### src/rtl/uart_rx_fifo_param_if.sv
// Host-side read port of uart_rx_fifo_param.
//   read_req         : pop the head entry (master -> slave)
//   read_data        : head entry, first-word-fall-through (slave -> master)
//   rx_fifo_capacity : number of entries held
//   rx_empty/rx_full : FIFO occupancy flags
// Handshake: read_data is valid whenever rx_empty = 0. A pop happens on a
// clk edge where read_req = 1 and rx_empty = 0; read_req while empty is
// ignored. The next entry appears on read_data in the following cycle.
interface uart_rx_fifo_param_if #(
  parameter int DATA_BITS = 8,
  parameter int LOG_DEPTH = 4
);
  logic                 read_req;
  logic [DATA_BITS-1:0] read_data;
  logic [LOG_DEPTH:0]   rx_fifo_capacity;
  logic                 rx_empty;
  logic                 rx_full;

  modport master (
    output read_req,
    input  read_data, rx_fifo_capacity, rx_empty, rx_full
  );

  modport slave (
    input  read_req,
    output read_data, rx_fifo_capacity, rx_empty, rx_full
  );
endinterface

### src/rtl/uart_rx_fifo_param.sv
// Parametrised UART receiver with a receive FIFO, single clock domain.
// Ports:
//   clk, reset     : system clock, asynchronous active-low reset
//   baud_div       : oversample tick period minus 1, in clk cycles
//   rx             : asynchronous serial line, idle high
//   clear_err      : one-cycle pulse clearing the sticky flags
//   frame_err, parity_err, overrun_err, break_det : sticky error flags
//   dbg_state_o    : current receiver FSM state (IDLE=0 START=1 DATA=2
//                    PARITY=3 STOP=4)
//   host           : FIFO read port (see uart_rx_fifo_param_if)
module uart_rx_fifo_param #(
  parameter int DATA_BITS   = 8,
  parameter int PARITY_MODE = 0,
  parameter int STOP_BITS   = 1,
  parameter int OVERSAMPLE  = 16,
  parameter int LOG_DEPTH   = 4,
  parameter int DIV_WIDTH   = 16
) (
  input  logic                 clk,
  input  logic                 reset,
  input  logic [DIV_WIDTH-1:0] baud_div,
  input  logic                 rx,
  input  logic                 clear_err,
  output logic                 frame_err,
  output logic                 parity_err,
  output logic                 overrun_err,
  output logic                 break_det,
  output logic [2:0]           dbg_state_o,
  uart_rx_fifo_param_if.slave  host
);
  localparam int DEPTH = 2 ** LOG_DEPTH;
  localparam int SW    = $clog2(OVERSAMPLE);
  localparam logic [SW-1:0] S_HALF      = SW'(OVERSAMPLE / 2 - 1);
  localparam logic [SW-1:0] S_LAST      = SW'(OVERSAMPLE - 1);
  localparam logic [3:0]    B_LAST      = 4'(DATA_BITS - 1);
  localparam logic          STOP_LAST   = 1'(STOP_BITS - 1);
  localparam logic          ODD_PARITY  = (PARITY_MODE == 2);
  localparam logic          HAS_PARITY  = (PARITY_MODE != 0);

  typedef enum logic [2:0] {
    IDLE = 3'd0, START = 3'd1, DATA = 3'd2, PARITY = 3'd3, STOP = 3'd4
  } state_t;

  // Two-stage synchroniser, preset to the idle level.
  logic rx_meta_q, rx_s_q;
  always_ff @(posedge clk or negedge reset) begin
    if (!reset) begin
      rx_meta_q <= 1'b1;
      rx_s_q    <= 1'b1;
    end else begin
      rx_meta_q <= rx;
      rx_s_q    <= rx_meta_q;
    end
  end

  state_t               state_q;
  logic                 armed_q;
  logic [SW-1:0]        os_q;
  logic [3:0]           bit_q;
  logic [DATA_BITS-1:0] shift_q;
  logic                 par_q;
  logic                 stop_q;
  logic                 stop_low_q;
  logic                 wr_en_q;
  logic [DATA_BITS-1:0] wr_data_q;
  logic                 brk_evt_q, frm_evt_q, par_evt_q;

  // A start edge is only accepted once the line has been seen high in IDLE,
  // so a line held low after a break cannot retrigger the receiver.
  logic start_go;
  assign start_go = (state_q == IDLE) && armed_q && !rx_s_q;

  // Tick generator. The divisor is latched at each wrap so a new baud_div
  // never truncates a running period; leaving IDLE realigns the phase.
  logic [DIV_WIDTH-1:0] cnt_q, div_q;
  logic                 tick;
  assign tick = (cnt_q == div_q);

  always_ff @(posedge clk or negedge reset) begin
    if (!reset) begin
      cnt_q <= '0;
      div_q <= '0;
    end else if (start_go || tick) begin
      cnt_q <= '0;
      div_q <= baud_div;
    end else begin
      cnt_q <= cnt_q + DIV_WIDTH'(1);
    end
  end

  // Frame evaluation at the final stop sample.
  logic stop_low_now, is_break, par_bad;
  assign stop_low_now = stop_low_q | ~rx_s_q;
  assign is_break     = (shift_q == '0) && (!HAS_PARITY || !par_q) && stop_low_now;
  assign par_bad      = HAS_PARITY && ((^shift_q) ^ par_q ^ ODD_PARITY);

  always_ff @(posedge clk or negedge reset) begin
    if (!reset) begin
      state_q    <= IDLE;
      armed_q    <= 1'b0;
      os_q       <= '0;
      bit_q      <= '0;
      shift_q    <= '0;
      par_q      <= 1'b0;
      stop_q     <= 1'b0;
      stop_low_q <= 1'b0;
      wr_en_q    <= 1'b0;
      wr_data_q  <= '0;
      brk_evt_q  <= 1'b0;
      frm_evt_q  <= 1'b0;
      par_evt_q  <= 1'b0;
    end else begin
      wr_en_q   <= 1'b0;
      brk_evt_q <= 1'b0;
      frm_evt_q <= 1'b0;
      par_evt_q <= 1'b0;
      case (state_q)
        IDLE: begin
          if (rx_s_q) armed_q <= 1'b1;
          if (start_go) begin
            state_q <= START;
            armed_q <= 1'b0;
            os_q    <= '0;
          end
        end
        START: if (tick) begin
          if (os_q == S_HALF) begin
            if (rx_s_q) begin
              state_q <= IDLE;  // glitch shorter than half a bit
            end else begin
              state_q <= DATA;
              os_q    <= '0;
              bit_q   <= '0;
            end
          end else begin
            os_q <= os_q + SW'(1);
          end
        end
        DATA: if (tick) begin
          if (os_q == S_LAST) begin
            os_q    <= '0;
            shift_q <= {rx_s_q, shift_q[DATA_BITS-1:1]};
            if (bit_q == B_LAST) begin
              bit_q      <= '0;
              stop_q     <= 1'b0;
              stop_low_q <= 1'b0;
              state_q    <= HAS_PARITY ? PARITY : STOP;
            end else begin
              bit_q <= bit_q + 4'd1;
            end
          end else begin
            os_q <= os_q + SW'(1);
          end
        end
        PARITY: if (tick) begin
          if (os_q == S_LAST) begin
            os_q    <= '0;
            par_q   <= rx_s_q;
            state_q <= STOP;
          end else begin
            os_q <= os_q + SW'(1);
          end
        end
        STOP: if (tick) begin
          if (os_q == S_LAST) begin
            os_q <= '0;
            if (stop_q == STOP_LAST) begin
              state_q <= IDLE;
              if (is_break)          brk_evt_q <= 1'b1;
              else if (stop_low_now) frm_evt_q <= 1'b1;
              else if (par_bad)      par_evt_q <= 1'b1;
              else begin
                wr_en_q   <= 1'b1;
                wr_data_q <= shift_q;
              end
            end else begin
              stop_q     <= stop_q + 1'b1;
              stop_low_q <= stop_low_now;
            end
          end else begin
            os_q <= os_q + SW'(1);
          end
        end
        default: state_q <= IDLE;
      endcase
    end
  end

  assign dbg_state_o = state_q;

  // Receive FIFO; the extra pointer bit distinguishes full from empty.
  logic [DATA_BITS-1:0] mem_q [DEPTH];
  logic [LOG_DEPTH:0]   wr_ptr_q, rd_ptr_q;
  logic                 empty, full, pop, push, overrun_evt;

  assign empty       = (wr_ptr_q == rd_ptr_q);
  assign full        = (wr_ptr_q[LOG_DEPTH] != rd_ptr_q[LOG_DEPTH]) &&
                       (wr_ptr_q[LOG_DEPTH-1:0] == rd_ptr_q[LOG_DEPTH-1:0]);
  assign pop         = host.read_req && !empty;
  // A pop frees the slot in the same cycle, so a write into a full FIFO
  // still succeeds when it coincides with a read.
  assign push        = wr_en_q && (!full || pop);
  assign overrun_evt = wr_en_q && full && !pop;

  always_ff @(posedge clk) begin
    if (push) mem_q[wr_ptr_q[LOG_DEPTH-1:0]] <= wr_data_q;
  end

  always_ff @(posedge clk or negedge reset) begin
    if (!reset) begin
      wr_ptr_q <= '0;
      rd_ptr_q <= '0;
    end else begin
      if (push) wr_ptr_q <= wr_ptr_q + (LOG_DEPTH+1)'(1);
      if (pop)  rd_ptr_q <= rd_ptr_q + (LOG_DEPTH+1)'(1);
    end
  end

  assign host.rx_fifo_capacity = wr_ptr_q - rd_ptr_q;
  assign host.rx_empty         = empty;
  assign host.rx_full          = full;
  assign host.read_data        = empty ? '0 : mem_q[rd_ptr_q[LOG_DEPTH-1:0]];

  // Sticky flags: a new event overrides a coincident clear.
  logic frame_err_q, parity_err_q, overrun_err_q, break_det_q;
  always_ff @(posedge clk or negedge reset) begin
    if (!reset) begin
      frame_err_q   <= 1'b0;
      parity_err_q  <= 1'b0;
      overrun_err_q <= 1'b0;
      break_det_q   <= 1'b0;
    end else begin
      frame_err_q   <= frm_evt_q   || (frame_err_q   && !clear_err);
      parity_err_q  <= par_evt_q   || (parity_err_q  && !clear_err);
      overrun_err_q <= overrun_evt || (overrun_err_q && !clear_err);
      break_det_q   <= brk_evt_q   || (break_det_q   && !clear_err);
    end
  end

  assign frame_err   = frame_err_q;
  assign parity_err  = parity_err_q;
  assign overrun_err = overrun_err_q;
  assign break_det   = break_det_q;
endmodule

### src/flat_wrapper.sv
// flat-port wrapper written by rule: the top's interface ports become plain ports
module uart_rx_fifo_param_flat 
#(
  parameter int DATA_BITS   = 8,
  parameter int PARITY_MODE = 0,
  parameter int STOP_BITS   = 1,
  parameter int OVERSAMPLE  = 16,
  parameter int LOG_DEPTH   = 4,
  parameter int DIV_WIDTH   = 16
)
  (clk, reset, baud_div, rx, clear_err, frame_err, parity_err, overrun_err, break_det, dbg_state_o, host_read_req, host_read_data, host_rx_fifo_capacity, host_rx_empty, host_rx_full);
  uart_rx_fifo_param_if #(.DATA_BITS(DATA_BITS), .LOG_DEPTH(LOG_DEPTH)) host_i ();
  input  logic clk;
  input  logic reset;
  input  logic [DIV_WIDTH-1:0] baud_div;
  input  logic rx;
  input  logic clear_err;
  output logic frame_err;
  output logic parity_err;
  output logic overrun_err;
  output logic break_det;
  output logic [2:0] dbg_state_o;
  input wire logic [$bits(host_i.read_req)-1:0] host_read_req;
  output wire logic [$bits(host_i.read_data)-1:0] host_read_data;
  output wire logic [$bits(host_i.rx_fifo_capacity)-1:0] host_rx_fifo_capacity;
  output wire logic [$bits(host_i.rx_empty)-1:0] host_rx_empty;
  output wire logic [$bits(host_i.rx_full)-1:0] host_rx_full;
  assign host_i.read_req = host_read_req;
  assign host_read_data = host_i.read_data;
  assign host_rx_fifo_capacity = host_i.rx_fifo_capacity;
  assign host_rx_empty = host_i.rx_empty;
  assign host_rx_full = host_i.rx_full;
  uart_rx_fifo_param #(.DATA_BITS(DATA_BITS), .PARITY_MODE(PARITY_MODE), .STOP_BITS(STOP_BITS), .OVERSAMPLE(OVERSAMPLE), .LOG_DEPTH(LOG_DEPTH), .DIV_WIDTH(DIV_WIDTH)) u_core (.clk(clk), .reset(reset), .baud_div(baud_div), .rx(rx), .clear_err(clear_err), .frame_err(frame_err), .parity_err(parity_err), .overrun_err(overrun_err), .break_det(break_det), .dbg_state_o(dbg_state_o), .host(host_i));
endmodule
### config.mk
export PLATFORM = sky130hd
export DESIGN_NAME = uart_rx_fifo_param_flat
export DESIGN_NICKNAME = d
export VERILOG_FILES = /design/src/rtl/uart_rx_fifo_param_if.sv /design/src/rtl/uart_rx_fifo_param.sv /design/src/flat_wrapper.sv
export SDC_FILE = /design/constraint.sdc
export NUM_CORES = 1
export LEC_CHECK = 0
export ABC_AREA = 1
export BUFFER_PORTS_ARGS = -buffer_cell sky130_fd_sc_hd__clkbuf_2
export CAP_MARGIN = 5
export CELL_PAD_IN_SITES_DETAIL_PLACEMENT = 0
export CELL_PAD_IN_SITES_GLOBAL_PLACEMENT = 2
export CORE_MARGIN = 2
export CORE_UTILIZATION = 36
export CTS_CLUSTER_DIAMETER = 50
export DETAILED_ROUTE_END_ITERATION = 10
export GPL_TIMING_DRIVEN = 0
export PLACE_DENSITY = 0.79
export SYNTH_ARGS = -nofsm -noshare
export SYNTH_HDL_FRONTEND = slang
export SYNTH_SLANG_ARGS = --single-unit
export TNS_END_PERCENT = 1
### constraint.sdc
create_clock -name clk -period 2.3 [get_ports clk]
set_input_delay 0.46 -clock clk [delete_from_list [all_inputs] [get_ports clk]]
set_output_delay 0.46 -clock clk [all_outputs]
set_load 0.01 [all_outputs]
---- After elaboration in Yosys (flattened, before gate mapping) ----
Memories as Yosys holds them, arrays and structs flattened.
Cells that the tools add are included.
W data, S select, Z words.
word-level totals
  bits in writable memories ............... 128
  output and inout bits ................... 22
  logic and storage cells ................. 157
  bits of input ports ..................... 21
  bits in registers ....................... 81
  memories kept ........................... 1
cells by class
  reductions and logical operators ........ 37
  bitwise logic cells ..................... 5
  equal/unequal tests ..................... 26
  add/subtract/negate cells ............... 7
  muxes and demuxes ....................... 60
memory list
  name          depth  width  rd ports  clocked after Yosys merged registers in  write ports  line                       source
  u_core.mem_q  16     8      1         0                                        1            uart_rx_fifo_param.sv:192  logic [DATA_BITS-1:0] mem_q [DEPTH];
operators by type and width
  cell                     count
  $mux W4                  11
  $mux W3                  11
  $mux W1                  30
  $ne A2 B1 Y1 const B     12
  $reduce_and A6 Y1        3
  $add A16 B1 Y16 const B  1
  $eq A16 B16 Y1           1
  $mux W16                 1
  $pmux W3 S5              1
  $logic_and A1 B1 Y1      12
  $pmux W4 S3              1
  $reduce_and A11 Y1       1
  $add A5 B1 Y5 const B    2
  $add A4 B1 Y4 const B    2
  $eq A4 B3 Y1 const B     2
  $logic_not A8 Y1         1
  $mux W8                  1
  $pmux W4 S2              1
  $reduce_and A7 Y1        1
  $eq A3 B2 Y1 const B     2
  $reduce_bool A2 Y1       3
  $eq A5 B5 Y1             1
  $logic_not A1 Y1         5
  $logic_or A1 B1 Y1       5
  other kinds (19)         24

---- Longest topological paths before layout ----
Gate-level depths: netlist of run 1.
  depth in word-level cells ............... 8
  mapped depth ............................ 12

---- Worst setup path after synthesis of run 1 ----
Ideal clock, no wire load.
  path type ............................... register -> register
  start point ............................. register u_core.rd_ptr_q[3]
  end point ............................... memory u_core.mem_q[3][0], enable pin
  setup time .............................. 370 ps
  slack ................................... -92 ps
  data required time ...................... 1930 ps
  cell stages (with the launch flop) ...... 11
  data arrival time ....................... 2022 ps
  path buffers ............................ 1
  cells stage by stage .................... dfrtp_1 > inv_1 > clkbuf_1 > ha_1 > nand4_1 > nor2_1 > nand2_1 > nand2_1 > inv_2 > nand2_1 > nor2_1
on the way
  cells in the longest elaborated chain, start to end .. 7
  elaborated cells between the ends (all ways) .. 10
  classes of those cells .................. 2 x eq/ne; 2 x mux; 6 x reduce/logical
RTL lines
  what                           line                       source
  start, declared                uart_rx_fifo_param.sv:193  logic [LOG_DEPTH:0] wr_ptr_q, rd_ptr_q;
  start signal, assigned         uart_rx_fifo_param.sv:215  if (pop) rd_ptr_q <= rd_ptr_q + (LOG_DEPTH+1)'(1);
  $eq A4 B4 Y1                   uart_rx_fifo_param.sv:198  (wr_ptr_q[LOG_DEPTH-1:0] == rd_ptr_q[LOG_DEPTH-1:0]);
  $logic_and A1 B1 Y1            uart_rx_fifo_param.sv:197  assign full = (wr_ptr_q[LOG_DEPTH] != rd_ptr_q[LOG_DEPTH]) &&
  net host_rx_full               flat_wrapper.sv:27         output wire logic [$bits(host_i.rx_full)-1:0] host_rx_full;
  $logic_not A1 Y1               uart_rx_fifo_param.sv:202  assign push = wr_en_q && (!full || pop);
  $logic_or A1 B1 Y1             uart_rx_fifo_param.sv:202
  $logic_and A1 B1 Y1            uart_rx_fifo_param.sv:202
  $mux W1                        uart_rx_fifo_param.sv:206  if (push) mem_q[wr_ptr_q[LOG_DEPTH-1:0]] <= wr_data_q;
  $mux W1 (implied by the code)  uart_rx_fifo_param.sv:206
  end, declared                  uart_rx_fifo_param.sv:192
The timed path passes the listed nets, and every way through them passes these cells.

---- Worst setup path in the final report of run 1 ----
  start point ............................. register u_core.rd_ptr_q[0]
  end point ............................... output port host_read_data[6]
on the way
  cells in the longest elaborated chain, start to end .. 2
  elaborated cells between the ends (all ways) .. 3
  classes of those cells .................. 1 x eq/ne; 1 x mux; 1 x memory
RTL lines
  what                                            line                       source
  $mem_v2 Z16 W8 or $eq A5 B5 Y1 (tied branches)  -
  $mux W8 (*)                                     uart_rx_fifo_param.sv:222  assign host.read_data = empty ? '0 : mem_q[rd_ptr_q[LOG_DEPTH-1:0]];
  end, declared                                   flat_wrapper.sv:24         output wire logic [$bits(host_i.read_data)-1:0] host_read_data;
Mark *: on every way between the ends. The rest lies on a longest branch, timed or not.

==> results.cfg, run 1 <==
[outcome]
status = complete, but fails checks
violations = setup timing

[logic_synthesis]
syn-num-nets = 911
synthFlopType = edfxtp_1
synth_cell_types = 43
ys_seq_area_frac = 0.644
syn_inst = 877
ys_warn_count = 0
postSynthAreaPerCell_um2 = 10.4
synth_edf_count = 128
async_flop_share = 0.385
ys_seq_elements = 208
syn_area_um2 = 9080

[power_and_ir_drop]
vdd_drop_max_mv = 0.641
power.switching_w = 0.00452
power_frac_comb = 0.351
power_density_nw_per_um2 = 1170
p_sw_frac = 0.348
power.internal_w = 0.00849
pwr-share-clk = 0.307
seq_power_share = 0.343
p_leak_nw = 4.76

[sta]
min_period_ns = 2.68
tns_ns = -3.81
min_period_over_period = 1.17
finalSetupViolations = 14
finalMaxSlewViolations = 0
hold_viol = 0
hold_ws_ns = 0.0293
worst_slack_ns = -0.380
relSlewSlack = 0.517
tightest_slew_ns = 0.724
timing.fmax_ghz = 0.373
skew_ns = 0.0106
rsz0062_at_grt = true

[cells_and_area]
syn2layout_area_growth_pct = 22.7
n_antenna_cell = 0
nNetsFinal = 990
drive_above_1_share = 0.197

[routing]
drtIter0Drc = 303
viasPerCell = 4.81
wl_per_cell_um = 17.0
wirelength_mm = 22.1
vias = 6271
firstDrtPassIters = 4
final_antenna_net_count = 0
drc_errors = 0

[floorplan]
die_w_um = 163
die-height_um = 163
coreArea_um2 = 25000
rows = 58
die-area_um2 = 26500
boundaryPins = 43
initial_core_util = 0.364

[global_routing]
grt_overflow_total = 0
grt_max_degree = 43
grt_usage = 0.173
grt_pass1_wl_mm = 35.0
first_global_vias = 6269
antenna_found_initial = 0

[worst_setup_path]
worstReg2RegEnd = u_core.mem_q[12][1]
cp.arrival_ns = 2.22
cp-end-kind = primary output
reg2reg_from = u_core.rd_ptr_q[1]
reg2reg_slack_ns = 0.06
start_kind = flop
crit_chain = buf_6, clkinv_8, clkbuf_16, o21ai_0, o211ai_1, nand3_1, a31oi_1, clkbuf_2
worstPathMaxFanout = 10
reg2reg_depth = 10
cp_slowest_stage_delay_ns = 0.39
critPathLaunch = u_core.rd_ptr_q[0]
cp_slowest_cell = dfrtp_2
critPathKind = flop to primary output
crit_end = host_read_data[6]
crit_required_ns = 1.84

[worst_hold_path]
hold_class = primary input to flop
min_from = rx

[clock_network]
root_buffer = clkbuf_16
cts_buffers = 25
cts_tree = done
clkTransAtPathRegs_ns = 0.06
cts.path.max_buffers = 3
htree_levels = 1
cts_sinks = 208
clock_latency_ns = 0.52

[placed_design]
dp.final_hpwl_mm = 14.8
portBuffers = 42
place_congestion = 0.755
dp_slack_ns = -0.922

[run]
drv_cap = 0
critical path: cells and delay by family (launching register included):
kind                   cells  cell delay [ns]
AO/OA/AOI/OAI              3             0.58
flip-flops                 1             0.39
AND/OR/NAND/NOR            1             0.15
buffers and inverters      4             0.56
worst min-delay path by stage:
stage,cells after the start,slack [ns],to
3_5_place_dp,0,0.36,u_core.rx_s_q
3_3_place_gp,0,0.35,u_core.rx_s_q
6_report,1,0.03,u_core.rx_meta_q
2_1_floorplan,0,0.16,u_core.armed_q
5_1_grt,1,0.02,u_core.rx_meta_q
4_1_cts,1,0.01,u_core.rx_meta_q
synth_stat cells (3+ instances only):
library cell	number	share of area
nor3_1	9	0.0050
nand2_1	169	0.070
nor2_2	4	0.0028
o22ai_1	17	0.012
a21oi_1	15	0.0083
nor4_1	3	0.0021
o211ai_1	16	0.013
nor2_1	130	0.054
nand4_1	6	0.0041
o21ai_2	7	0.0068
dfrtp_1	78	0.22
buf_2	7	0.0039
xor2_1	13	0.013
ha_1	12	0.017
clkbuf_1	15	0.0062
o21ai_1	12	0.0066
o21ai_0	93	0.051
nand3_1	23	0.013
inv_2	6	0.0025
nand2_2	4	0.0028
a31oi_1	7	0.0048
inv_1	73	0.030
edfxtp_1	128	0.42
flip-flops by register name, summed over array words and instances (netlist names), 3 cells and up:
register,flops
u_core.mem_q,128
u_core.cnt_q,16
u_core.div_q,16
u_core.shift_q,8
u_core.wr_data_q,8
u_core.rd_ptr_q,5
u_core.wr_ptr_q,5
u_core.bit_q,4
u_core.os_q,4
u_core.dbg_state_o,3
cell type report:
cell class | instances | area [um^2]
Fill cell | 2395 | 13800
Timing Repair Buffer | 52 | 337
Tap cell | 330 | 413
Inverter | 81 | 328
Clock inverter | 9 | 133
Multi-Input combinational cell | 560 | 3060
Buffer | 28 | 310
Clock buffer | 36 | 707
Sequential cell | 208 | 5850
metrics by stage:
stage	power, W	instances	util	area (um^2)
3_3_place_gp	0.00846	1249	0.389	9700
5_1_grt	0.0138	1304	0.446	11100
2_1_floorplan	0.00709	877	-	9080
6_report	0.0130	1304	0.446	11100
4_1_cts	0.0131	1304	0.444	11100
3_5_place_dp	0.00848	1250	0.390	9730
power by group through the flow:
stage          Combinational, W  Clock (W)  Sequential (W)
2_1_floorplan           0.00261          0         0.00449
3_3_place_gp            0.00392          0         0.00453
3_5_place_dp            0.00394          0         0.00454
4_1_cts                 0.00460    0.00408         0.00446
5_1_grt                 0.00514    0.00419         0.00451
6_report                0.00457    0.00399         0.00446
kinds of logic (layout without fill, tap and decap cells):
kind of cell	count (synthesis)	in the layout	share of synthesized area
compound gates	175	175	0.110
buf+inv	109	206	0.0487
simple gates	357	357	0.164
fa+ha+maj	13	13	0.0187
xor+xnor	15	15	0.0145
flops	208	208	0.644
what timing repair did:
| item | CTS | global route |
|---|---|---|
| hold buffers | 1 | 0 |
| resized for setup | 120 | 18 |
| setup endpoints to repair | 149 | 143 |
| endpoints found under the hold margin | 33 | 0 |
| pin swaps | 15 | 10 |
| buffers inserted | 8 | 0 |
metal layers:
layer | GRT usage | wire, um | vias to the layer above | part of all wire
met5 | 0 | 0 | - | 0
met4 | 0.0447 | 551 | 0 | 0.025
met3 | 0.0247 | 746 | 36 | 0.034
met2 | 0.286 | 10400 | 109 | 0.47
met1 | 0.241 | 10400 | 2973 | 0.47
li1 | - | - | 3153 | -
layout by cell type (no fill, tap or decap), drive strengths merged:
cell type,instances
nand2,174
nor2,136
edfxtp,128
o21ai,112
clkbuf,88
inv,80
dfrtp,78
buf,27
nand3,24
o22ai,17
a21oi,17
o211ai,16
xor2,13
ha,12
nor3,11
a31oi,7
nand4,6
clkinv,5
nor4,3
bufinv,3
nor3b,2
o21a,2
o21bai,2
clkinvlp,2
dfstp,2
xnor2,2
o221ai,1
or2,1
a211oi,1
fa,1
dlygate4sd3,1
(Power assumes the default switching activity.)
==> run 2, diff against run 1 <==
--- a/config.mk
+++ b/config.mk
@@ -16,6 +16,7 @@
 export DETAILED_ROUTE_END_ITERATION = 10
 export GPL_TIMING_DRIVEN = 0
 export PLACE_DENSITY = 0.79
+export RECOVER_POWER = 100
 export SYNTH_ARGS = -nofsm -noshare
 export SYNTH_HDL_FRONTEND = slang
 export SYNTH_SLANG_ARGS = --single-unit
==> run 2 against run 1 <==
The flow still finishes with violations (setup timing). Cell count unchanged. Global-route usage unchanged. Clock skew about the same. First-iteration DRC count up 2.3%. Highest routed layer unchanged.
==> results.cfg, run 2 (synthesized netlist as in run 1, its figures left out) <==
[routing]
final_antenna_net_count = 0
vias = 6318
viasPerCell = 4.85
wl_per_cell_um = 17.0
firstDrtPassIters = 5
wirelength_mm = 22.1
drtIter0Drc = 310
drc_errors = 0

[worst_setup_path]
reg2reg_from = u_core.rd_ptr_q[1]
cp-end-kind = primary output
critPathKind = flop to primary output
crit_required_ns = 1.84
reg2reg_slack_ns = -0.06
worstPathMaxFanout = 10
cp.arrival_ns = 2.20
reg2reg_depth = 10
worstReg2RegEnd = u_core.mem_q[12][1]
start_kind = flop

[clock_network]
clock_latency_ns = 0.52
cts_tree = done
cts.path.max_buffers = 3
cts_buffers = 25
root_buffer = clkbuf_16
cts_sinks = 208
htree_levels = 1
clkTransAtPathRegs_ns = 0.06

[power_and_ir_drop]
power_frac_comb = 0.350
power.switching_w = 0.00452
power_density_nw_per_um2 = 1170
p_leak_nw = 4.72
total_power_w = 0.0130
p_sw_frac = 0.348
power.internal_w = 0.00848
seq_power_share = 0.343
pwr-share-clk = 0.307
vdd_drop_max_mv = 0.642

[floorplan]
die_w_um = 163
die-height_um = 163
rows = 58
initial_core_util = 0.364
boundaryPins = 43
die-area_um2 = 26500
coreArea_um2 = 25000

[placed_design]
place_congestion = 0.755
post-place-cells = 1250
portBuffers = 42
dp.final_hpwl_mm = 14.8

[sta]
hold_viol = 0
finalMaxSlewViolations = 0
skew_ns = 0.0109
min_period_ns = 2.66
timing.fmax_ghz = 0.376
finalSetupViolations = 61
tightest_slew_ns = 1.03
rsz0062_at_grt = true
relSlewSlack = 0.311
min_period_over_period = 1.16
worst_slack_ns = -0.360

[worst_hold_path]
min_from = rx
worst_hold_path.num_cells = 1
hold_class = primary input to flop
hold_path_end = u_core.rx_meta_q

[cells_and_area]
final_common_cell = nand2_1
final_util = 0.444
fillers = 2404
n_antenna_cell = 0
final_cells = 1304
most-common-layout-cells = nand2_1, edfxtp_1, nor2_1, o21ai_0, dfrtp_1
drive_above_1_share = 0.181
syn2layout_area_growth_pct = 22.0
nNetsFinal = 990
largest_reg_flops = 128

[global_routing]
grt_max_degree = 43
first_global_vias = 6269
grt_pass1_wl_mm = 35.0
grt_usage = 0.173
antenna_found_initial = 0
grt_overflow_total = 0

[outcome]
status = complete, but fails checks
violations = setup timing

[run]
drv_cap = 0
-- run 2: final cells by class --
type	instances	area [um^2]	share of cell area
repair buffers	52	305	0.0276
plain buffers	28	310	0.0280
well taps	330	413	0.0373
flip-flops and latches	208	5850	0.528
clock inverters	9	133	0.0120
multi-input cells	560	3030	0.273
clock buffers	36	707	0.0638
inverters	81	328	0.0296
-- run 2: power by group through the flow --
stage / clock network (W) / logic, W / registers [W]
floorplan: 0 / 0.00261 / 0.00449
global placement: 0 / 0.00392 / 0.00453
detailed placement: 0 / 0.00394 / 0.00454
CTS: 0.00408 / 0.00460 / 0.00446
global route: 0.00419 / 0.00510 / 0.00450
finish: 0.00399 / 0.00454 / 0.00446
-- run 2: worst max path at each step --
stage                                  start                       end  slack, ns  cells after the start
after detailed placement  u_core.rd_ptr_q[1]       u_core.mem_q[12][2]      -0.92                     10
after floorplan           u_core.rd_ptr_q[3]        u_core.mem_q[3][0]      -0.09                     10
after CTS                 u_core.rd_ptr_q[0]         host_read_data[0]      -0.38                      8
after global routing      u_core.rd_ptr_q[0]  host_rx_fifo_capacity[4]      -0.43                      6
final                     u_core.rd_ptr_q[0]         host_read_data[0]      -0.36                      7
after global placement    u_core.rd_ptr_q[1]       u_core.mem_q[12][2]      -0.94                     10
-- run 2: what timing repair did --
item / in CTS / in global routing
endpoints found under the setup margin: 149 / 143
setup buffers: 8 / 0
hold buffers: 1 / 0
resized for setup: 120 / 18
endpoints found under the hold margin: 33 / 0
pin swaps: 15 / 10
-- run 2: metrics by stage --
step	setup slack [ns]	hold WS (ns)	setup TNS (ns)	area [um^2]
2_1_floorplan	-0.0917	0.164	-6.56	9080
3_3_place_gp	-0.943	0.347	-126.81	9700
3_5_place_dp	-0.922	0.356	-109.53	9730
4_1_cts	-0.378	0.00980	-6.82	11100
5_1_grt	-0.432	0.0185	-23.27	11100
6_report	-0.360	0.0290	-5.17	11100
-- run 2: critical path, stage by stage, from the launching register on --
cell and delay, ns:
dfrtp_2 0.39, buf_6 0.17, clkbuf_8 0.18, o21ai_0 0.09, o211ai_1 0.39, nand3_1 0.16
a31oi_1 0.15, buf_2 0.15
-- run 2: metal layers --
metal | vias up | wire, um | GRT usage
met2 | 118 | 10400 | 0.286
met5 | - | 0 | 0
met4 | 0 | 551 | 0.0447
li1 | 3153 | - | -
met3 | 36 | 843 | 0.0247
met1 | 3011 | 10300 | 0.241
